===== config.mk =====
export PLATFORM = sky130hd
export DESIGN_NAME = hazard_ctrl_flat
export DESIGN_NICKNAME = d
export VERILOG_FILES = /design/src/rtl/hazard_pkg.sv /design/src/rtl/hazard_ctrl_if.sv /design/src/rtl/hazard_perf_counters.sv /design/src/rtl/hazard_ctrl.sv /design/src/flat_wrapper.sv
export SDC_FILE = /design/constraint.sdc
export NUM_CORES = 1
export LEC_CHECK = 0
export CAP_MARGIN = 20
export CORE_MARGIN = 2
export CORE_UTILIZATION = 40
export DETAILED_ROUTE_END_ITERATION = 8
export PLACE_DENSITY = 0.89
export SYNTH_ARGS = -nofsm -noshare
export SYNTH_HDL_FRONTEND = slang
export SYNTH_HIERARCHICAL = 1
export SYNTH_SLANG_ARGS = --single-unit
export TNS_END_PERCENT = 5

===== constraint.sdc =====
create_clock -name clk -period 5.4 [get_ports clk]
set_clock_uncertainty 0.05 [all_clocks]
set_input_delay 1.08 -clock clk [delete_from_list [all_inputs] [get_ports clk]]
set_output_delay 1.08 -clock clk [all_outputs]
set_load 0.01 [all_outputs]

===== src/rtl/hazard_pkg.sv =====
// rtl/hazard_pkg.sv - shared types, constants and forwarding helper for the hazard controller
package hazard_pkg;

  typedef enum logic [1:0] {
    FWD_RF = 2'b00,
    FWD_W  = 2'b01,
    FWD_M  = 2'b10
  } fwd_sel_t;

  typedef enum logic [1:0] {
    IDLE = 2'd0,
    WAIT = 2'd1,
    ERR  = 2'd2
  } mem_state_t;

  localparam logic [1:0] RESULTSRC_LOAD = 2'b01;
  localparam logic [4:0] REG_ZERO       = 5'd0;

  // M result is younger than W, so it takes priority when both match
  function automatic fwd_sel_t fwd_select(input logic [4:0] rs,
                                          input logic [4:0] rd_m, input logic reg_write_m,
                                          input logic [4:0] rd_w, input logic reg_write_w);
    if (reg_write_m && rd_m != REG_ZERO && rd_m == rs) return FWD_M;
    if (reg_write_w && rd_w != REG_ZERO && rd_w == rs) return FWD_W;
    return FWD_RF;
  endfunction

endpackage


===== src/rtl/hazard_ctrl_if.sv =====
// rtl/hazard_ctrl_if.sv - pipeline <-> hazard controller signal bundle
interface hazard_ctrl_if;
  logic [4:0] Rs1D, Rs2D;
  logic [4:0] Rs1E, Rs2E, RdE;
  logic [1:0] ResultSrcE;
  logic       PCSrcE;
  logic [4:0] RdM;
  logic       RegWriteM, MemReqM, MemReadyM;
  logic [4:0] RdW;
  logic       RegWriteW;
  logic [1:0] ForwardAE, ForwardBE;
  logic       StallF, StallD, StallE, StallM;
  logic       FlushD, FlushE, FlushW;
  logic       MemErr;

  modport master (
    output Rs1D, Rs2D, Rs1E, Rs2E, RdE, ResultSrcE, PCSrcE,
           RdM, RegWriteM, MemReqM, MemReadyM, RdW, RegWriteW,
    input  ForwardAE, ForwardBE, StallF, StallD, StallE, StallM,
           FlushD, FlushE, FlushW, MemErr
  );

  modport slave (
    input  Rs1D, Rs2D, Rs1E, Rs2E, RdE, ResultSrcE, PCSrcE,
           RdM, RegWriteM, MemReqM, MemReadyM, RdW, RegWriteW,
    output ForwardAE, ForwardBE, StallF, StallD, StallE, StallM,
           FlushD, FlushE, FlushW, MemErr
  );
endinterface


===== src/rtl/hazard_perf_counters.sv =====
// rtl/hazard_perf_counters.sv - saturating hazard event counters
module hazard_perf_counters #(
  parameter int CNT_W = 32
) (
  input  logic             clk,
  input  logic             reset,
  input  logic             load_use,
  input  logic             mem_stall,
  input  logic             br_flush,
  output logic [CNT_W-1:0] load_use_cnt,
  output logic [CNT_W-1:0] mem_stall_cnt,
  output logic [CNT_W-1:0] flush_cnt
);

  always_ff @(posedge clk) begin
    if (reset) begin
      load_use_cnt  <= '0;
      mem_stall_cnt <= '0;
      flush_cnt     <= '0;
    end else begin
      if (load_use && !(&load_use_cnt))   load_use_cnt  <= load_use_cnt + CNT_W'(1);
      if (mem_stall && !(&mem_stall_cnt)) mem_stall_cnt <= mem_stall_cnt + CNT_W'(1);
      if (br_flush && !(&flush_cnt))      flush_cnt     <= flush_cnt + CNT_W'(1);
    end
  end

endmodule


===== src/rtl/hazard_ctrl.sv =====
// rtl/hazard_ctrl.sv - forwarding, load-use/branch hazards and memory-wait FSM
// Optional performance counters are built when HAZARD_PERF_EN is defined.
module hazard_ctrl
  import hazard_pkg::*;
#(
  parameter int MEM_TIMEOUT = 64
`ifdef HAZARD_PERF_EN
  , parameter int CNT_W = 32
`endif
) (
  input  logic clk,
  input  logic reset,
  hazard_ctrl_if.slave hz
`ifdef HAZARD_PERF_EN
  , output logic [CNT_W-1:0] LoadUseCnt
  , output logic [CNT_W-1:0] MemStallCnt
  , output logic [CNT_W-1:0] FlushCnt
`endif
);

  localparam int TW = $clog2(MEM_TIMEOUT) + 1;
  localparam logic [TW-1:0] T_LAST = TW'(MEM_TIMEOUT - 1);

  mem_state_t    state, state_n;
  logic [TW-1:0] wcnt, wcnt_n;
  logic          mem_stall, lw_stall;

  always_ff @(posedge clk) begin
    if (reset) begin
      state <= IDLE;
      wcnt  <= '0;
    end else begin
      state <= state_n;
      wcnt  <= wcnt_n;
    end
  end

  always_comb begin
    state_n = state;
    wcnt_n  = wcnt;
    case (state)
      IDLE: if (hz.MemReqM && !hz.MemReadyM) begin
        state_n = WAIT;
        wcnt_n  = TW'(1);
      end
      // a ready response arriving on the timeout cycle still completes normally
      WAIT: if (hz.MemReadyM) begin
        state_n = IDLE;
        wcnt_n  = '0;
      end else if (wcnt >= T_LAST) begin
        state_n = ERR;
      end else begin
        wcnt_n = wcnt + TW'(1);
      end
      ERR:     state_n = ERR;
      default: state_n = IDLE;
    endcase
  end

  always_comb begin
    case (state)
      IDLE:    mem_stall = hz.MemReqM && !hz.MemReadyM;
      WAIT:    mem_stall = !hz.MemReadyM;
      default: mem_stall = 1'b1;
    endcase

    lw_stall = (hz.ResultSrcE == RESULTSRC_LOAD) && (hz.RdE != REG_ZERO) &&
               (hz.RdE == hz.Rs1D || hz.RdE == hz.Rs2D);

    hz.MemErr = (state == ERR);

    if (reset) begin
      hz.ForwardAE = FWD_RF;
      hz.ForwardBE = FWD_RF;
      hz.StallF    = 1'b0;
      hz.StallD    = 1'b0;
      hz.StallE    = 1'b0;
      hz.StallM    = 1'b0;
      hz.FlushD    = 1'b1;
      hz.FlushE    = 1'b1;
      hz.FlushW    = 1'b1;
    end else begin
      hz.ForwardAE = fwd_select(hz.Rs1E, hz.RdM, hz.RegWriteM, hz.RdW, hz.RegWriteW);
      hz.ForwardBE = fwd_select(hz.Rs2E, hz.RdM, hz.RegWriteM, hz.RdW, hz.RegWriteW);
      // a memory freeze holds E intact, so branch/load-use are re-evaluated afterwards
      hz.StallF    = mem_stall || lw_stall;
      hz.StallD    = mem_stall || lw_stall;
      hz.StallE    = mem_stall;
      hz.StallM    = mem_stall;
      hz.FlushD    = !mem_stall && hz.PCSrcE;
      hz.FlushE    = !mem_stall && (hz.PCSrcE || lw_stall);
      hz.FlushW    = mem_stall;
    end
  end

`ifdef HAZARD_PERF_EN
  hazard_perf_counters #(.CNT_W(CNT_W)) u_perf (
    .clk           (clk),
    .reset         (reset),
    .load_use      (lw_stall && !mem_stall),
    .mem_stall     (mem_stall),
    .br_flush      (hz.PCSrcE && !mem_stall),
    .load_use_cnt  (LoadUseCnt),
    .mem_stall_cnt (MemStallCnt),
    .flush_cnt     (FlushCnt)
  );
`endif

endmodule

===== src/flat_wrapper.sv =====
// flat-port wrapper written by rule: the top's interface ports become plain ports
module hazard_ctrl_flat import hazard_pkg::*;
#(
  parameter int MEM_TIMEOUT = 64

)
  (clk, reset, hz_Rs1D, hz_Rs2D, hz_Rs1E, hz_Rs2E, hz_RdE, hz_ResultSrcE, hz_PCSrcE, hz_RdM, hz_RegWriteM, hz_MemReqM, hz_MemReadyM, hz_RdW, hz_RegWriteW, hz_ForwardAE, hz_ForwardBE, hz_StallF, hz_StallD, hz_StallE, hz_StallM, hz_FlushD, hz_FlushE, hz_FlushW, hz_MemErr);
  hazard_ctrl_if hz_i ();
  input  logic clk;
  input  logic reset;
  input wire logic [$bits(hz_i.Rs1D)-1:0] hz_Rs1D;
  input wire logic [$bits(hz_i.Rs2D)-1:0] hz_Rs2D;
  input wire logic [$bits(hz_i.Rs1E)-1:0] hz_Rs1E;
  input wire logic [$bits(hz_i.Rs2E)-1:0] hz_Rs2E;
  input wire logic [$bits(hz_i.RdE)-1:0] hz_RdE;
  input wire logic [$bits(hz_i.ResultSrcE)-1:0] hz_ResultSrcE;
  input wire logic [$bits(hz_i.PCSrcE)-1:0] hz_PCSrcE;
  input wire logic [$bits(hz_i.RdM)-1:0] hz_RdM;
  input wire logic [$bits(hz_i.RegWriteM)-1:0] hz_RegWriteM;
  input wire logic [$bits(hz_i.MemReqM)-1:0] hz_MemReqM;
  input wire logic [$bits(hz_i.MemReadyM)-1:0] hz_MemReadyM;
  input wire logic [$bits(hz_i.RdW)-1:0] hz_RdW;
  input wire logic [$bits(hz_i.RegWriteW)-1:0] hz_RegWriteW;
  output wire logic [$bits(hz_i.ForwardAE)-1:0] hz_ForwardAE;
  output wire logic [$bits(hz_i.ForwardBE)-1:0] hz_ForwardBE;
  output wire logic [$bits(hz_i.StallF)-1:0] hz_StallF;
  output wire logic [$bits(hz_i.StallD)-1:0] hz_StallD;
  output wire logic [$bits(hz_i.StallE)-1:0] hz_StallE;
  output wire logic [$bits(hz_i.StallM)-1:0] hz_StallM;
  output wire logic [$bits(hz_i.FlushD)-1:0] hz_FlushD;
  output wire logic [$bits(hz_i.FlushE)-1:0] hz_FlushE;
  output wire logic [$bits(hz_i.FlushW)-1:0] hz_FlushW;
  output wire logic [$bits(hz_i.MemErr)-1:0] hz_MemErr;
  assign hz_i.Rs1D = hz_Rs1D;
  assign hz_i.Rs2D = hz_Rs2D;
  assign hz_i.Rs1E = hz_Rs1E;
  assign hz_i.Rs2E = hz_Rs2E;
  assign hz_i.RdE = hz_RdE;
  assign hz_i.ResultSrcE = hz_ResultSrcE;
  assign hz_i.PCSrcE = hz_PCSrcE;
  assign hz_i.RdM = hz_RdM;
  assign hz_i.RegWriteM = hz_RegWriteM;
  assign hz_i.MemReqM = hz_MemReqM;
  assign hz_i.MemReadyM = hz_MemReadyM;
  assign hz_i.RdW = hz_RdW;
  assign hz_i.RegWriteW = hz_RegWriteW;
  assign hz_ForwardAE = hz_i.ForwardAE;
  assign hz_ForwardBE = hz_i.ForwardBE;
  assign hz_StallF = hz_i.StallF;
  assign hz_StallD = hz_i.StallD;
  assign hz_StallE = hz_i.StallE;
  assign hz_StallM = hz_i.StallM;
  assign hz_FlushD = hz_i.FlushD;
  assign hz_FlushE = hz_i.FlushE;
  assign hz_FlushW = hz_i.FlushW;
  assign hz_MemErr = hz_i.MemErr;
  hazard_ctrl #(.MEM_TIMEOUT(MEM_TIMEOUT)) u_core (.clk(clk), .reset(reset), .hz(hz_i));
endmodule

## Word-level counts from Yosys, hierarchy flattened

Index checks and enable logic that the tools add are counted.

| word-level totals | value |
|---|---|
| input bits | 44 |
| output and inout port bits | 12 |
| flip-flop bits (word level) | 9 |

| operators by class | value |
|---|---|
| muxes and demuxes | 34 |
| reduce and logical (&&, ||, !) cells | 23 |
| order comparisons | 1 |
| add/sub/neg operators | 1 |
| equal/unequal tests | 12 |

Operator list:

| kind | count |
|---|---|
| $eq A5 B5 Y1 | 6 |
| $mux W2 | 13 |
| $mux W7 | 3 |
| $mux W1 | 15 |
| $reduce_bool A5 Y1 | 3 |
| $pmux W7 S2 | 1 |
| $logic_and A1 B1 Y1 | 11 |
| $add A7 B1 Y7 const B | 1 |
| $ge A7 B6 Y1 const B | 1 |
| $pmux W2 S3 | 1 |
| $eq A2 B1 Y1 const B | 2 |
| $logic_or A1 B1 Y1 | 3 |
| $ne A3 B2 Y1 const B | 1 |
| $ne A3 B3 Y1 const B | 1 |
| $reduce_and A3 Y1 | 1 |
| $eq A2 B2 Y1 const B | 1 |
| $logic_not A1 Y1 | 2 |
| $logic_not A2 Y1 | 1 |
| $ne A2 B1 Y1 const B | 1 |
| $pmux W1 S2 | 1 |
| $reduce_and A2 Y1 | 1 |
| $reduce_bool A2 Y1 | 1 |

## Depth between registers and ports, before layout

| logic depth | value |
|---|---|
| depth after elaboration | 10 |
| mapped depth | 5 |
| depth with buffers taken out | 5 |

## Least setup slack after synthesis

No wires, ideal clock.

| timing | value |
|---|---|
| path kind | input port to output port |
| start | input hz_RdM[1] |
| end | output hz_ForwardAE[0] |
| path slack | 1.827 ns |
| arrival | 2.443 ns |
| cell stages on the path | 4 |
| path buffers | 0 |
| cells stage by stage | or4_1 -> o21ai_0 -> nor3_1 -> nor4_1 |

| between the ends | value |
|---|---|
| cells in the longest elaborated chain, start to end | 7 |
| elaborated cells on any way between the ends | 8 |
| classes of those cells | eq/ne: 1; mux: 4; reduce/logical: 3 |

RTL lines:

| element | RTL line | text |
|---|---|---|
| start: declaration | flat_wrapper.sv:18 | `input wire logic [$bits(hz_i.RdM)-1:0] hz_RdM;` |
| $reduce_bool A5 Y1 | hazard_pkg.sv:23 | `if (reg_write_m && rd_m != REG_ZERO && rd_m == rs) return FWD_M;` |
| $logic_and A1 B1 Y1 | hazard_pkg.sv:23 |  |
| $logic_and A1 B1 Y1 * | hazard_pkg.sv:23 |  |
| $mux W1 * | hazard_pkg.sv:23 |  |
| $mux W1 * | hazard_ctrl.sv:72 | `if (reset) begin` |
| $mux W2 * | hazard_pkg.sv:24 | `if (reg_write_w && rd_w != REG_ZERO && rd_w == rs) return FWD_W;` |
| $mux W2 * | hazard_ctrl.sv:72 |  |
| end: declaration | flat_wrapper.sv:24 | `output wire logic [$bits(hz_i.ForwardAE)-1:0] hz_ForwardAE;` |

Every way passes the cells marked *; elsewhere a longest branch is shown, timed or not. The select of a mux whose other input is x is not followed.

## Worst setup path in the final report

Ends and elaborated chain as after synthesis.

==> impl_metrics.tcl <==
set metrics [dict create \
    route.detailed.drc 0 \
    status "complete, no violations" \
    overflow 0 \
    ctsHtreeMaxLevel 1 \
    clock_latency_ns 0.26 \
    die_h_um 52.37 \
    netlist_instances 118 \
    clock.fmax_mhz 216.7 \
    syn_area_per_cell_um2 7.931 \
    holdPathStages 1 \
    use_met1 0.2599 \
    worst_slack_ns 0.7859 \
    fin_util 0.6923 \
    core_area_um2 2212 \
    gp_congestion 0.8798 \
    cts_tree "yes" \
    period_share 0.8545 \
    num-fill-cells 199 \
    multi_input_area_um2 720.7 \
    cts.path.max_buffers 2 \
    grt_pass1_vias 1129 \
    syn_area_um2 935.9 \
    r2r_start "u_core/state[0]$_SDFFE_PP0P_" \
    fin_nets 220 \
    finalPower_uw 212.9 \
    synth_cell_types 39 \
    grt.busiest_layer "met2" \
    period_needed_ns 4.614 \
    worst_ir_drop_vdd_mv 0.1028 \
    antenna_found_initial 0 \
    hold_path_class "reg -> reg" \
    fin_area_um2 1531 \
    grt_start_max_net_pins 14 \
    most-common-layout-cells "clkdlybuf4s50_1 (55), xor2_1 (20), xnor2_1 (10), nor2_1 (10), dfxtp_1 (9)" \
    cp-startpoint "hz_RdM[1]" \
    drv_cap 0 \
    place_inst 198 \
    yosysWarnings 6 \
    grt_util_met3 0.04286 \
    die_w_um 52.37 \
    synth_top_area_cell "dfxtp_1" \
    rr_worst_depth 4 \
    fin_tns_setup_ns 0 \
    p_per_area_nw_per_um2 139.0 \
    portBuffers 55 \
    ant_nets 0 \
    hold_viol_final 0 \
    holdBufCountCts 0 \
    leakage_nw 0.5551 \
    initial_core_util 0.4231 \
    die_area_um2 2743 \
    fin_cells 202 \
    detail_route.vias_per_cell 5.668 \
    relSlewSlack 0.5153 \
    slew_violations 0 \
    drt_iter0_markers 22 \
    holdWs_ns 0.4453 \
    synth_top_area_frac 0.1925 \
    grt_pass1_wl_um 4650 \
    synth_flop_cell "dfxtp_1" \
    final_common_cell "clkdlybuf4s50_1" \
    io_pins 56 \
    area.sequential_um2 180.2 \
    crit_arrival_ns 3.48 \
    synth_edf_count 0 \
    first_pass_iters 4 \
    dpl_worst_slack_ns 0.8008 \
    ctsRootBufferMaster "clkbuf_4" \
    drt_wl_total_um 2894 \
    yosysSeqAreaShare 0.1925 \
    synth-seq-cells 9 \
    crit_type "in -> out" \
    dpl.hpwl_um 2415 \
    critPathCaptureType "output port" \
    cts_buffers 3 \
    cts_setup_buffers 0 \
    async_flop_share 0 \
    row_count 17 \
    grt_usage 0.2217 \
    gr-usage-met2 0.3958 \
    synth.area.top_cells "dfxtp_1 (19%), xor2_1 (19%), xnor2_1 (9.4%), nor2_1 (4.0%), or4_1 (4.0%)" \
    clkTransAtPathRegs_ns 0.06 \
    start_kind "input port" \
    syn_nets 163 \
    setup_viol 0 \
    cts_resized 0 \
    dpl_cell_area_um2 1505 \
    worstPathMaxFanout 4 \
    cp.required_ns 4.27 \
    clock-sinks 9 \
    grt_setup_unrepaired "false" \
    antenna_cells 0 \
    worst_slew_pin_slew_ns 0.7211 \
    area_growth_pct 63.64 \
    routedWlPerCell_um 14.33 \
    vias 1145 \
    hold_path_startpoint "u_core/wcnt[6]$_SDFFE_PP0P_" \
    drive_gt1_frac 0.04023 \
]
-- state kept, by name, indices dropped and copies added (netlist names) --
signal,count
u_core/wcnt,7
u_core/state,2
-- metal layers --
metal  up-vias  part of all wire
met1       530              0.43
met5         -                 0
met2        55              0.49
met3         4             0.079
li1        556                 -
met4         0            0.0097
-- final timing paths --
check / to / slack (ns)
hold / removal: u_core/wcnt[6]$_SDFFE_PP0P_ / 0.45
setup / recovery: hz_ForwardAE[0] / 0.79
setup reg to reg: u_core/wcnt[5]$_SDFFE_PP0P_ / 3.49
hold reg to reg: u_core/wcnt[6]$_SDFFE_PP0P_ / 0.45
-- report_power, final --
part           internal, mW  switching (mW)
logic                0.0539          0.0373
registers            0.0679         0.00194
clock network        0.0285          0.0234
total                 0.150          0.0626
-- cells in the mapped netlist (all sizes together), types with 3 or more instances --
cell type   n
nor3        4
nand3       5
inv         3
nor4        5
a21oi       4
xnor2      10
or4         5
o311ai      3
dfxtp       9
nor2       10
nand2       5
buf         3
xor2       20
o21ai       6
-- cell families (layout without fill, tap and decap cells) --
family                   count (synthesis)  in the layout  share of synthesized area
AND/OR/NAND/NOR                         44             44                     0.2754
XOR/XNOR                                30             30                     0.2807
AO/OA/AOI/OAI                           27             27                     0.2006
flip-flops                               9              9                     0.1925
buffers and inverters                    7             63                    0.03742
adder cells (fa/ha/maj)                  1              1                    0.01337
-- final cells by class --
| cell class | instances | area share |
|---|---|---|
| multi-input cells | 102 | 0.4706 |
| repair buffers | 56 | 0.3644 |
| flip-flops and latches | 9 | 0.1176 |
| well taps | 28 | 0.02288 |
| clock buffers | 4 | 0.01716 |
| inverters | 3 | 0.007353 |
-- critical path: stages --
cell             delay, ns
clkdlybuf4s50_1       0.47
or4_1                 0.55
o21ai_0               0.35
nor3_1                0.11
nor4_1                0.32
clkdlybuf4s50_1       0.60
(Power assumes the default switching activity.)
